$ cat src/rtl/wt_dcache_rd_arb.sv
// wt_dcache_rd_arb: zero-latency read-port arbiter in front of the dcache arrays.
// Three grant classes are checked in order: starving low-priority ports, then
// high-priority ports, then the remaining low-priority ports. Each class picks
// round-robin from its own pointer.
// Ports:
//   clk_i, rst_ni             clock, asynchronous active-low reset
//   flush_arb_i               clears pointers and starvation counters at the next edge
//   wr_cl_vld_i               cacheline write in progress; blocks every read grant
//   rd_req/prio/tag_only_i    per-port request, priority class and tag-only flag
//   rd_idx/off/tag_i          per-port address fields
//   rd_ack_o, mem_*_o         combinational one-hot grant and the granted request
//   rsp_*_o                   grant registered for the hit-compare stage, 1-cycle latency
module wt_dcache_rd_arb #(
  parameter int unsigned NumPorts    = 3,
  parameter int unsigned IdxWidth    = 8,
  parameter int unsigned OffWidth    = 4,
  parameter int unsigned TagWidth    = 16,
  parameter int unsigned StarveLimit = 15
) (
  input  logic                               clk_i,
  input  logic                               rst_ni,
  input  logic                               flush_arb_i,
  input  logic                               wr_cl_vld_i,
  input  logic [NumPorts-1:0]                rd_req_i,
  input  logic [NumPorts-1:0]                rd_prio_i,
  input  logic [NumPorts-1:0]                rd_tag_only_i,
  input  logic [NumPorts-1:0][IdxWidth-1:0]  rd_idx_i,
  input  logic [NumPorts-1:0][OffWidth-1:0]  rd_off_i,
  input  logic [NumPorts-1:0][TagWidth-1:0]  rd_tag_i,
  output logic [NumPorts-1:0]                rd_ack_o,
  output logic                               mem_req_o,
  output logic [IdxWidth-1:0]                mem_idx_o,
  output logic [OffWidth-1:0]                mem_off_o,
  output logic [TagWidth-1:0]                mem_tag_o,
  output logic                               mem_tag_only_o,
  output logic                               rsp_vld_o,
  output logic [$clog2(NumPorts)-1:0]        rsp_port_o,
  output logic                               rsp_tag_only_o,
  output logic [TagWidth-1:0]                rsp_tag_o
);

  localparam int unsigned PtrW = $clog2(NumPorts);
  localparam int unsigned CntW = 8;
  localparam logic [CntW-1:0] CntMax = CntW'(StarveLimit);

  logic [PtrW-1:0]                hi_ptr_q, hi_ptr_d, lo_ptr_q, lo_ptr_d;
  logic [NumPorts-1:0][CntW-1:0]  cnt_q, cnt_d;
  logic [NumPorts-1:0]            starve, hi_req, lo_req;
  logic                           gnt_vld, gnt_hi;
  logic [PtrW-1:0]                gnt_idx;

  // First set bit of req at or after ptr, wrapping at NumPorts.
  function automatic logic [PtrW-1:0] rr_pick(input logic [NumPorts-1:0] req,
                                              input logic [PtrW-1:0]     ptr);
    logic [PtrW-1:0] sel;
    logic            hit;
    int unsigned     j;
    sel = '0;
    hit = 1'b0;
    for (int unsigned k = 0; k < NumPorts; k++) begin
      j = (32'(ptr) + k) % NumPorts;
      if (!hit && req[j]) begin
        hit = 1'b1;
        sel = PtrW'(j);
      end
    end
    return sel;
  endfunction

  // (idx + 1) mod NumPorts.
  function automatic logic [PtrW-1:0] next_idx(input logic [PtrW-1:0] idx);
    int unsigned t;
    t = 32'(idx) + 32'd1;
    if (t >= NumPorts) t = 0;
    return PtrW'(t);
  endfunction

  // Class selection and the combinational grant.
  always_comb begin
    starve         = '0;
    hi_req         = rd_req_i & rd_prio_i;
    lo_req         = rd_req_i & ~rd_prio_i;
    gnt_vld        = 1'b0;
    gnt_hi         = 1'b0;
    gnt_idx        = '0;
    rd_ack_o       = '0;
    mem_req_o      = 1'b0;
    mem_idx_o      = '0;
    mem_off_o      = '0;
    mem_tag_o      = '0;
    mem_tag_only_o = 1'b0;
    for (int unsigned i = 0; i < NumPorts; i++) begin
      starve[i] = lo_req[i] && (cnt_q[i] == CntMax);
    end
    if (!wr_cl_vld_i) begin
      if (|starve) begin
        gnt_vld = 1'b1;
        gnt_idx = rr_pick(starve, lo_ptr_q);
      end else if (|hi_req) begin
        gnt_vld = 1'b1;
        gnt_hi  = 1'b1;
        gnt_idx = rr_pick(hi_req, hi_ptr_q);
      end else if (|lo_req) begin
        gnt_vld = 1'b1;
        gnt_idx = rr_pick(lo_req, lo_ptr_q);
      end
    end
    if (gnt_vld) begin
      rd_ack_o[gnt_idx] = 1'b1;
      mem_req_o         = 1'b1;
      mem_idx_o         = rd_idx_i[gnt_idx];
      mem_off_o         = rd_off_i[gnt_idx];
      mem_tag_o         = rd_tag_i[gnt_idx];
      mem_tag_only_o    = rd_tag_only_i[gnt_idx];
    end
  end

  // Pointer and starvation-counter next state.
  always_comb begin
    hi_ptr_d = hi_ptr_q;
    lo_ptr_d = lo_ptr_q;
    cnt_d    = cnt_q;
    if (gnt_vld) begin
      if (gnt_hi) hi_ptr_d = next_idx(gnt_idx);
      else        lo_ptr_d = next_idx(gnt_idx);
    end
    for (int unsigned i = 0; i < NumPorts; i++) begin
      if (rd_prio_i[i] || !rd_req_i[i] || (gnt_vld && gnt_idx == PtrW'(i))) begin
        cnt_d[i] = '0;
      end else if (gnt_vld && cnt_q[i] != CntMax) begin
        // Only counts a cycle lost to another port; write-blocked cycles hold.
        cnt_d[i] = cnt_q[i] + CntW'(1);
      end
    end
    if (flush_arb_i) begin
      hi_ptr_d = '0;
      lo_ptr_d = '0;
      cnt_d    = '0;
    end
  end

  // Arbitration state and registered response.
  always_ff @(posedge clk_i or negedge rst_ni) begin
    if (!rst_ni) begin
      hi_ptr_q       <= '0;
      lo_ptr_q       <= '0;
      cnt_q          <= '0;
      rsp_vld_o      <= 1'b0;
      rsp_port_o     <= '0;
      rsp_tag_only_o <= 1'b0;
      rsp_tag_o      <= '0;
    end else begin
      hi_ptr_q  <= hi_ptr_d;
      lo_ptr_q  <= lo_ptr_d;
      cnt_q     <= cnt_d;
      rsp_vld_o <= gnt_vld;
      if (gnt_vld) begin
        rsp_port_o     <= gnt_idx;
        rsp_tag_only_o <= rd_tag_only_i[gnt_idx];
        rsp_tag_o      <= rd_tag_i[gnt_idx];
      end
    end
  end

endmodule
$ cat config.mk
export PLATFORM = sky130hd
export DESIGN_NAME = wt_dcache_rd_arb
export DESIGN_NICKNAME = d
export VERILOG_FILES = /design/src/rtl/wt_dcache_rd_arb.sv
export SDC_FILE = /design/constraint.sdc
export NUM_CORES = 1
export LEC_CHECK = 0
export CORE_MARGIN = 2
export CORE_UTILIZATION = 25
export CTS_BUF_LIST = sky130_fd_sc_hd__clkbuf_8
export DETAILED_ROUTE_END_ITERATION = 10
export HOLD_SLACK_MARGIN = 0.03
export SKIP_LAST_GASP = 1
export SYNTH_ARGS = -nofsm -noshare
export SYNTH_HDL_FRONTEND = slang
export SYNTH_SLANG_ARGS = --single-unit
$ cat constraint.sdc
create_clock -name clk_i -period 3.75 [get_ports clk_i]
set_input_delay 0.375 -clock clk_i [delete_from_list [all_inputs] [get_ports clk_i]]
set_output_delay 0.375 -clock clk_i [all_outputs]
set_load 0.005 [all_outputs]
Word-level counts from Yosys, hierarchy flattened
Index checks and enable logic that the tools add are counted.
- memory bits (writable): 0
- memory bits (read-only): 0
- bits in latches: 0
- bits of input ports: 97
- output and inout port bits: 53
- word-level logic and storage cells: 178
- memories: 0
- flip-flop bits (word level): 48
- order comparisons: 9
- eq/ne operators: 9
- shift operators: 0
- divide/modulo/power cells: 6
- add/sub/neg operators: 8
- reduce and logical (&&, ||, !) cells: 42
- bitwise operators: 3
- muxes and demuxes: 92
- multipliers: 0
- operators by type and width (kind ; count):
    32-bit by 3-bit less-than comparator with 1-bit output, second input constant ; 6
    32-bit by 2-bit modulo with 32-bit output, second input constant ; 4
    2-bit by 2-bit modulo with 32-bit output, second input constant ; 2
    8-bit two-way mux ; 8
    1-bit two-way mux ; 44
    2-bit two-way mux ; 20
    16-bit binary-select mux with 2-bit select ; 1
    16-bit two-way mux ; 2
    8-bit by 1-bit adder with 8-bit output, second input constant ; 3
    8-bit by 4-bit == test with 1-bit output, second input constant ; 3
    24-bit two-way mux ; 1
    8-bit by 4-bit != test with 1-bit output, second input constant ; 3
    1-bit binary-select mux with 2-bit select ; 10
    8-bit binary-select mux with 2-bit select ; 1
    1-bit logical AND ; 16
    2-bit by 1-bit adder with 3-bit output, second input constant ; 3
    1-bit logical NOT ; 9
    3-bit nonzero test ; 3
    3-bit OR reduction ; 3
    4-bit binary-select mux with 2-bit select ; 1
    4-bit two-way mux ; 2
    2-bit by 2-bit adder with 3-bit output, second input constant ; 2
    3-bit AND ; 2
    1-bit logical OR ; 6
    12 further kinds ; 14

Logic depth before layout (Yosys ltp)
Gate-level depths: netlist of run 1.
- depth after elaboration: 29
- gate-level depth with buffers: 11

Worst setup path before layout of run 1
Ideal clock, no wire load.
- path kind: register -> output
- start: register hi_ptr_q[0]
- end: output mem_idx_o[0]
- buffers on the path: 1
- cell stages (with the launch flop): 11
- data arrival time: 2.235 ns
- slack: 1.140 ns
- data required time: 3.375 ns
- path through: dfrtp_1 inv_1 ha_1 a21bo_2 a2111oi_0 a31oi_1 a21o_1 nor2_1 clkbuf_1 a22oi_1 nand2_1
- word-level cells in the longest chain between the ends: 22
- elaborated cells on any way between the ends: 32
- ends and longest elaborated chain (item ; RTL line ; RTL):
    start, declared ; 46 ; logic [PtrW-1:0] hi_ptr_q, hi_ptr_d, lo_ptr_q, lo_ptr_d;
    start signal, assigned ; 153 ; hi_ptr_q <= hi_ptr_d;
    branches (longest 15 deep; another with 32-bit by 2-bit modulo with 32-bit output) ; - ;
    2-bit two-way mux (*) ; 62 ; if (!hit && req[j]) begin
    2-bit two-way mux (*) ; 99 ; end else if (|hi_req) begin
    2-bit two-way mux (*) ; 96 ; if (|starve) begin
    2-bit two-way mux (*) ; 95 ; if (!wr_cl_vld_i) begin
    8-bit binary-select mux with 2-bit select (*) ; 111 ; mem_idx_o = rd_idx_i[gnt_idx];
    8-bit two-way mux (not written as such) (*) ; 111 ;
    8-bit two-way mux (*) ; 108 ; if (gnt_vld) begin
    end, declared ; 32 ; output logic [IdxWidth-1:0] mem_idx_o,
Every way passes the cells marked *. The select of a mux whose other input is x is not followed.

Worst setup path in the final report of run 1
- start: register cnt_q[12] (netlist name)
- end: output mem_tag_o[13]
- word-level cells in the longest chain between the ends: 20
- elaborated cells on any way between the ends: 29
- ends and longest elaborated chain (item ; RTL line ; RTL):
    start, declared ; 47 ; logic [NumPorts-1:0][CntW-1:0] cnt_q, cnt_d;
    start signal, assigned ; 155 ; cnt_q <= cnt_d;
    8-bit by 4-bit == test with 1-bit output (*) ; 93 ; starve[i] = lo_req[i] && (cnt_q[i] == CntMax);
    1-bit logical AND (*) ; 93 ;
    1-bit binary-select mux with 2-bit select ; 62 ;
    1-bit two-way mux (not written as such) ; 62 ;
    1-bit two-way mux ; 62 ;
    1-bit two-way mux ; 96 ;
    1-bit two-way mux ; 95 ;
    1-bit logical NOT ; 62 ;
    [4 not listed] ; - ;
    1-bit logical NOT ; 62 ;
    1-bit logical AND ; 62 ;
    2-bit two-way mux ; 62 ;
    2-bit two-way mux ; 96 ;
    2-bit two-way mux ; 95 ;
    16-bit binary-select mux with 2-bit select ; 113 ; mem_tag_o = rd_tag_i[gnt_idx];
    16-bit two-way mux (not written as such) ; 113 ;
    16-bit two-way mux (*) ; 108 ;
    end, declared ; 34 ; output logic [TagWidth-1:0] mem_tag_o,
Every way passes the cells marked *; elsewhere a longest branch is shown, timed or not. The select of a mux whose other input is x is not followed.

==> results.toml, run 1 <==
[status]
outcome = "complete, no violations"

[die]
fp-row-count = 40
die_area_sq_um = 12960
start_util = 0.2532
fp.dieH_um = 113.8
ios = 150
core-area_sq_um = 11910
die_w_um = 113.8

[drt]
vias = 3166
firstDrtPassIters = 4
wirelength_mm = 10.03
drc = 0
wl_met1_mm = 4.426
drtIter0Drc = 151
wire_per_inst_um = 15.60
ant_nets = 0
wl_met3_um = 353
wl_met2_mm = 5.131
routed_via_density = 4.924
topRoutingLayerUsed = "met4"

[setup_path]
r2r-end = "cnt_q[15]"
slowest_stage = "or4_4"
worst_r2r_path_depth = 8
ff2ff_setup_slack_ps = 1020
crit_path_end_kind = "output pin"
cpPeakStageDelay_ps = 570
crit_path_frequent_cell = "a2bb2oi_2"
startpoint_type = "register"
critPathMaxFanout = 31
critical_path_class = "register to output pin"
cp.required_ps = 3380
path_cells = "or4_4 -> nor3_4 -> o311ai_0 -> a2bb2oi_2 -> a2bb2oi_2 -> buf_12 -> nand2_1 -> a21oi_1 -> clkdlybuf4s50_1"
r2r-start = "cnt_q[12]"
critPathArrivalTime_ps = 3220

[power_and_ir_drop]
p_clk_frac = 0.290
p_int_w = 0.001115
switching_share = 0.2672
p_leak_nw = 2.017
p_switching_w = 0.0004066
irDropWorstVdd_mv = 0.1501
power_frac_comb = 0.328
seqPwrFrac = 0.382
powerDensity_nw_per_um2 = 313.3

[layout]
drive_gt1_frac = 0.07056
diodes = 0
final_nets = 600
final_core_util = 0.4078
stdcell_count = 643
areaGrowthSynthToFinish_pct = 61.08

[placement]
dp_cells = 635
port-buffer-count = 149
post-place-ws_ps = 205.4
dp_hpwl_mm = 7.329
gp_congestion = 0.8999

[logic_synthesis]
synth_area_leaders = "dfrtp_1 (40%), a22oi_1 (7.2%), nand2_1 (7.0%), nand3_1 (6.5%), xor2_1 (4.6%)"
yosys.cell_types.count = 50
synth_edf_count = 0
synth_area_sq_um = 3015
yosys.area.top_type = "dfrtp_1"
yosysWarnings = 0
synth_top_cell_area_share = 0.3983
synth_top_flop_cell = "dfrtp_1"
synthArstFlopShare = 1.000
synthesis.nets = 457
syn_avg_cell_area_sq_um = 8.542
synth-seq-area-share = 0.3983
syn_inst = 353
ys_seq_elements = 48

[grt]
grt_max_degree = 49
grtUsageTotal = 0.1528
antenna_found_initial = 0
grt_pass1_vias = 3158
gr-total-overflow = 0
grt_first_pass_wirelength_mm = 15.87

[clock_tree]
cts_hold_buffers = 0
clk_latency_ps = 310
clkTransAtPathRegs_ps = 90
cts_made_buffers = 5
tritoncts = "built"
htreeDepth = 2
cts_buffer_depth = 2
clock-sinks = 48
cts-root-buf = "clkbuf_8"

[sta]
relSlewSlack = 0.5835
finalSetupViolCount = 0
fmax_ghz = 0.2785
hold_viol = 0
fin_ws_ps = 159.0
worst_clock_skew_ps = 10.48
tightest_slew_ps = 624.7
period_share = 0.9576
period_needed_ps = 3591
slew_viol_final = 0
tns_ps = 0

[job]
cap_violations = 0

[min_path]
hold_class = "input port to asynchronous set/reset pin"
==> through the flow <==
stage	hold WS [ps]	total power, W	instance area, sq um
floorplan	79.41	0.0007632	3015
global placement	460.9	0.001088	4684
global route	218.4	0.001606	4857
finish	162.8	0.001522	4857
detailed placement	467.0	0.001088	4684
CTS	195.2	0.001534	4813
==> state kept, by name, indices dropped and copies added (netlist names) <==
signal and flops:
cnt_q 24, hi_ptr_q 2, rsp_vld_o 1, rsp_tag_only_o 1, rsp_tag_o 16, lo_ptr_q 2
rsp_port_o 2
==> power groups by stage <==
| stage | registers (W) | logic [W] | clock network (W) |
|---|---|---|---|
| after global routing | 0.000588 | 0.000540 | 0.000477 |
| after floorplan | 0.000592 | 0.000172 | 0 |
| after CTS | 0.000582 | 0.000499 | 0.000452 |
| final | 0.000582 | 0.000499 | 0.000441 |
| after global placement | 0.000590 | 0.000498 | 0 |
| after detailed placement | 0.000592 | 0.000496 | 0 |
==> cells in the final DEF, fill, tap and decap left out, types with 7 or more instances in the layout <==
cell type and count:
nor2_1 30, a21oi_1 12, a22oi_1 29, nand4_1 7, nor2_2 9, nand3_1 39
ha_1 7, nand2_1 56, xor2_1 16, dfrtp_1 48, clkdlybuf4s50_1 148
==> routing by layer <==
| layer | up-vias | GRT usage |
|---|---|---|
| met3 | 12 | 0.03241 |
| met1 | 1539 | 0.1920 |
| li1 | 1542 | - |
| met5 | - | 0 |
| met2 | 73 | 0.2727 |
| met4 | 0 | 0.02846 |
==> area by class of cell <==
type | instances | area [sq um]
clock buffers | 5 | 68.82
clock inverters | 2 | 60.06
flip-flops and latches | 48 | 1201
well taps | 147 | 183.9
repair buffers | 156 | 1589
multi-input cells | 278 | 1728
inverters | 7 | 26.28
fillers | 1220 | 7054
==> repair_timing <==
action                                  CTS  global route
gates resized for setup                   0             7
buffers inserted                          0             1
endpoints found under the setup margin    0            22
==> synth_stat cells, drive strengths merged (2+ instances only) <==
cell type	count
nand2	56
dfrtp	48
nand3	39
nor2	39
a22oi	29
xor2	16
a21oi	12
clkbuf	11
buf	9
a31oi	7
ha	7
nand4	7
and3	6
inv	6
mux2i	6
nand2b	5
nor3	5
xnor2	5
and2	4
a21o	3
or3	3
a211o	2
a2bb2oi	2
and4	2
nor2b	2
o21ai	2
o311ai	2
==> cells by family (layout without fill, tap and decap cells) <==
family,Yosys count,in the layout,share of synthesized area
AO/OA/AOI/OAI,70,70,0.1681
AND/OR/NAND/NOR,173,173,0.2788
adder cells (fa/ha/maj),8,8,0.03236
XOR/XNOR,21,21,0.06099
buffers and inverters,27,170,0.04149
multiplexers,6,6,0.01992
flip-flops,48,48,0.3983
==> how the worst max path moves through the flow <==
stage / from / to / slack (ps) / cells after the start
6_report: cnt_q[12] / mem_tag_o[13] / 160 / 9
5_1_grt: cnt_q[12] / mem_tag_o[13] / -5 / 9
4_1_cts: hi_ptr_q[0] / mem_tag_o[9] / 6 / 11
3_3_place_gp: rd_req_i[0] / mem_tag_o[9] / 280 / 10
3_5_place_dp: rd_req_i[0] / mem_tag_o[13] / 210 / 10
2_1_floorplan: hi_ptr_q[0] / mem_idx_o[0] / 1140 / 10
==> worst max-delay path: cells and delay by family (launching register included) <==
kind	cells	cell delay [ps]
flops	1	430
buf+inv	2	750
compound gates	4	800
simple gates	3	910
No activity file was read; power rests on OpenSTA's default activity.
==> run 2, diff against run 1 <==
CAP_MARGIN = 20   (was unset)
==> results of run 2 <==
Final layout, timing and power as in run 1 (identical DEF).
==> run 3, diff against run 2 <==
clock period = 3.1 ns   (was 3.75 ns; I/O delays follow)
==> run 3 against run 2 <==
The flow now finishes with violations (negative setup slack). Sequential cell count stayed put. Sequential share of layout area down 4.9 points. Clock skew fell by 2.0 ps. Final cell count rose by 19%. Final area up 25%. Worst hold slack got worse by 17 ps. Via count is 15% higher. Power rose by 26%. Global-route usage rose by 2.8 points. Largest power group is now combinational logic. Highest routed layer unchanged.
==> results.toml, run 3 (synthesized netlist as in run 1, its figures left out) <==
[layout]
mostFrequentLayoutCells = "clkdlybuf4s50_1 (116), buf_4 (94), nand2_1 (52)"
diodes = 0
stdcell_count = 764
final_common_cell = "clkdlybuf4s50_1"
largest_reg_flops = 24
final_nets = 720
fillers = 1085
drive_gt1_frac = 0.3695
multi_input_area_sq_um = 2009
seqCellArea_sq_um = 1201
largest_register = "cnt_q"
areaGrowthSynthToFinish_pct = 101.4
top_regs = "cnt_q (24), rsp_tag_o (16)"

[setup_path]
r2r-end = "cnt_q[11]"
worst_r2r_path_depth = 11
cpLargestDelayFamily = "simple AND/OR/NAND/NOR gates"
crit_path_end_kind = "output pin"
cp_num_buf_inv = 4
critPathMaxFanout = 6
slowest_stage = "or4_4"
critPathArrivalTime_ps = 2930
ff2ff_setup_slack_ps = 140
startpoint_type = "register"
path_cells = "or4_4 -> nor3_4 -> o31a_1 -> a2bb2oi_4 -> buf_6 -> nor2_4 -> buf_12 -> buf_4 -> a22oi_1 -> a21oi_2 -> clkdlybuf4s15_2"
cpPeakStageDelay_ps = 570
cp.required_ps = 2790
critical_path_class = "register to output pin"
r2r-start = "cnt_q[4]"

[grt]
met2_usage = 0.3242
top_usage_layer = "met2"
grt_max_degree = 42
antenna_found_initial = 0
grtUsageTotal = 0.1808
grt_pass1_vias = 3718
met1_usage = 0.2237
grt_util_met3 = 0.03294
gr-total-overflow = 0
grt_first_pass_wirelength_mm = 18.61

[sta]
fmax_ghz = 0.3089
relSlewSlack = 0.3714
period_share = 1.044
fin_ws_ps = -137.8
hold_viol = 0
period_needed_ps = 3238
finalSetupViolCount = 18
worst_clock_skew_ps = 8.527
slew_viol_final = 0
rsz0062_at_grt = "true"
tightest_slew_ps = 942.8

[drt]
firstDrtPassIters = 4
wire_per_inst_um = 15.89
vias = 3639
drtIter0Drc = 180
wirelength_mm = 12.14
routed_via_density = 4.763
drc = 0
ant_nets = 0

[clock_tree]
cts_made_buffers = 5
clock-sinks = 48
tritoncts = "built"
clkTransAtPathRegs_ps = 80
clk_latency_ps = 300
cts-root-buf = "clkbuf_8"
cts_buffer_depth = 2
htreeDepth = 2

[die]
fp-row-count = 40
start_util = 0.2532
die_area_sq_um = 12960
die_w_um = 113.8
core-area_sq_um = 11910
fp.dieH_um = 113.8
ios = 150

[power_and_ir_drop]
switching_share = 0.2931
p_clk_frac = 0.198
p_switching_w = 0.0005599
irDropWorstVdd_mv = 0.1895
p_int_w = 0.001350
fin_total_pwr_w = 0.001910
power_frac_comb = 0.433
powerDensity_nw_per_um2 = 314.6
seqPwrFrac = 0.369
p_leak_nw = 2.725

[status]
outcome = "complete, but fails checks"
violations = "negative setup slack"

[job]
cap_violations = 0

[placement]
dp_hpwl_mm = 7.846
port-buffer-count = 149
gp_congestion = 0.8338
dp_cells = 695

[min_path]
hold_class = "input port to asynchronous set/reset pin"
[run 3: changes by cell type in the layout (fill, tap and decap cells not counted), moves of 4 or more]
cell             delta
a22oi_2            +27
buf_16              +4
clkdlybuf4s50_1    -32
buf_6              +18
nand3_1             -4
a22oi_1            -27
nand2_2             +4
nand2_1             -4
buf_8               +5
buf_4              +91
buf_2              +28
[run 3: worst reg2reg max path: cells and delay by family, from the launching register on]
family,cells,cell delay (ps)
flip-flops,1,420
buffers and inverters,4,580
AO/OA/AOI/OAI,2,290
AND/OR/NAND/NOR,5,1600
[run 3: layer usage]
layer | routed length [um] | vias up
li1 | - | 1786
met1 | 4858 | 1732
met2 | 6430 | 98
met3 | 580 | 23
met4 | 269 | 0
met5 | 0 | -
[run 3: worst max-delay path by stage]
stage,startpoint,end,slack (ps),depth (start not counted)
2_1_floorplan,hi_ptr_q[0],mem_idx_o[0],550,10
5_1_grt,cnt_q[12],mem_tag_o[9],-240,11
4_1_cts,cnt_q[13],mem_tag_o[9],-160,11
3_3_place_gp,rd_prio_i[0],mem_tag_o[9],-250,11
6_report,cnt_q[12],mem_tag_o[9],-140,11
3_5_place_dp,rd_prio_i[0],mem_tag_o[9],-280,11
[run 3: area by class of cell]
class	instances	area share
timing repair buffer	276	0.4218
multi-input combinational	278	0.3309
sequential	48	0.1978
tap	147	0.03029
clock buffer	6	0.01360
inverter	7	0.004327
clock inverter	2	0.001236
[run 3: power by group through the flow]
stage / Sequential (W) / Combinational (W) / Clock [W]
floorplan: 0.000716 / 0.000207 / 0
global placement: 0.000713 / 0.000677 / 0
detailed placement: 0.000714 / 0.000678 / 0
CTS: 0.000704 / 0.000781 / 0.000393
global route: 0.000710 / 0.000888 / 0.000426
finish: 0.000705 / 0.000827 / 0.000378
[run 3: through the flow]
step	setup slack, ps	area (sq um)	setup TNS (ps)	hold WS (ps)	utilization
after floorplan	554.5	3015	0	14.41	-
after global placement	-249.5	5147	-4773	469.7	0.4321
after detailed placement	-279.4	5147	-5697	468.2	0.4321
after CTS	-162.2	5858	-1754	181.7	0.4918
after global routing	-238.7	6072	-4068	216.0	0.5098
final	-137.8	6072	-1093	146.1	0.5098
[run 3: repair_timing]
action / CTS / global route
cloned: 4 / 0
pin swaps: 44 / 44
hold buffers: 0 / 0
endpoints found under the setup margin: 32 / 40
gates resized for setup: 177 / 36
setup buffers: 48 / 13
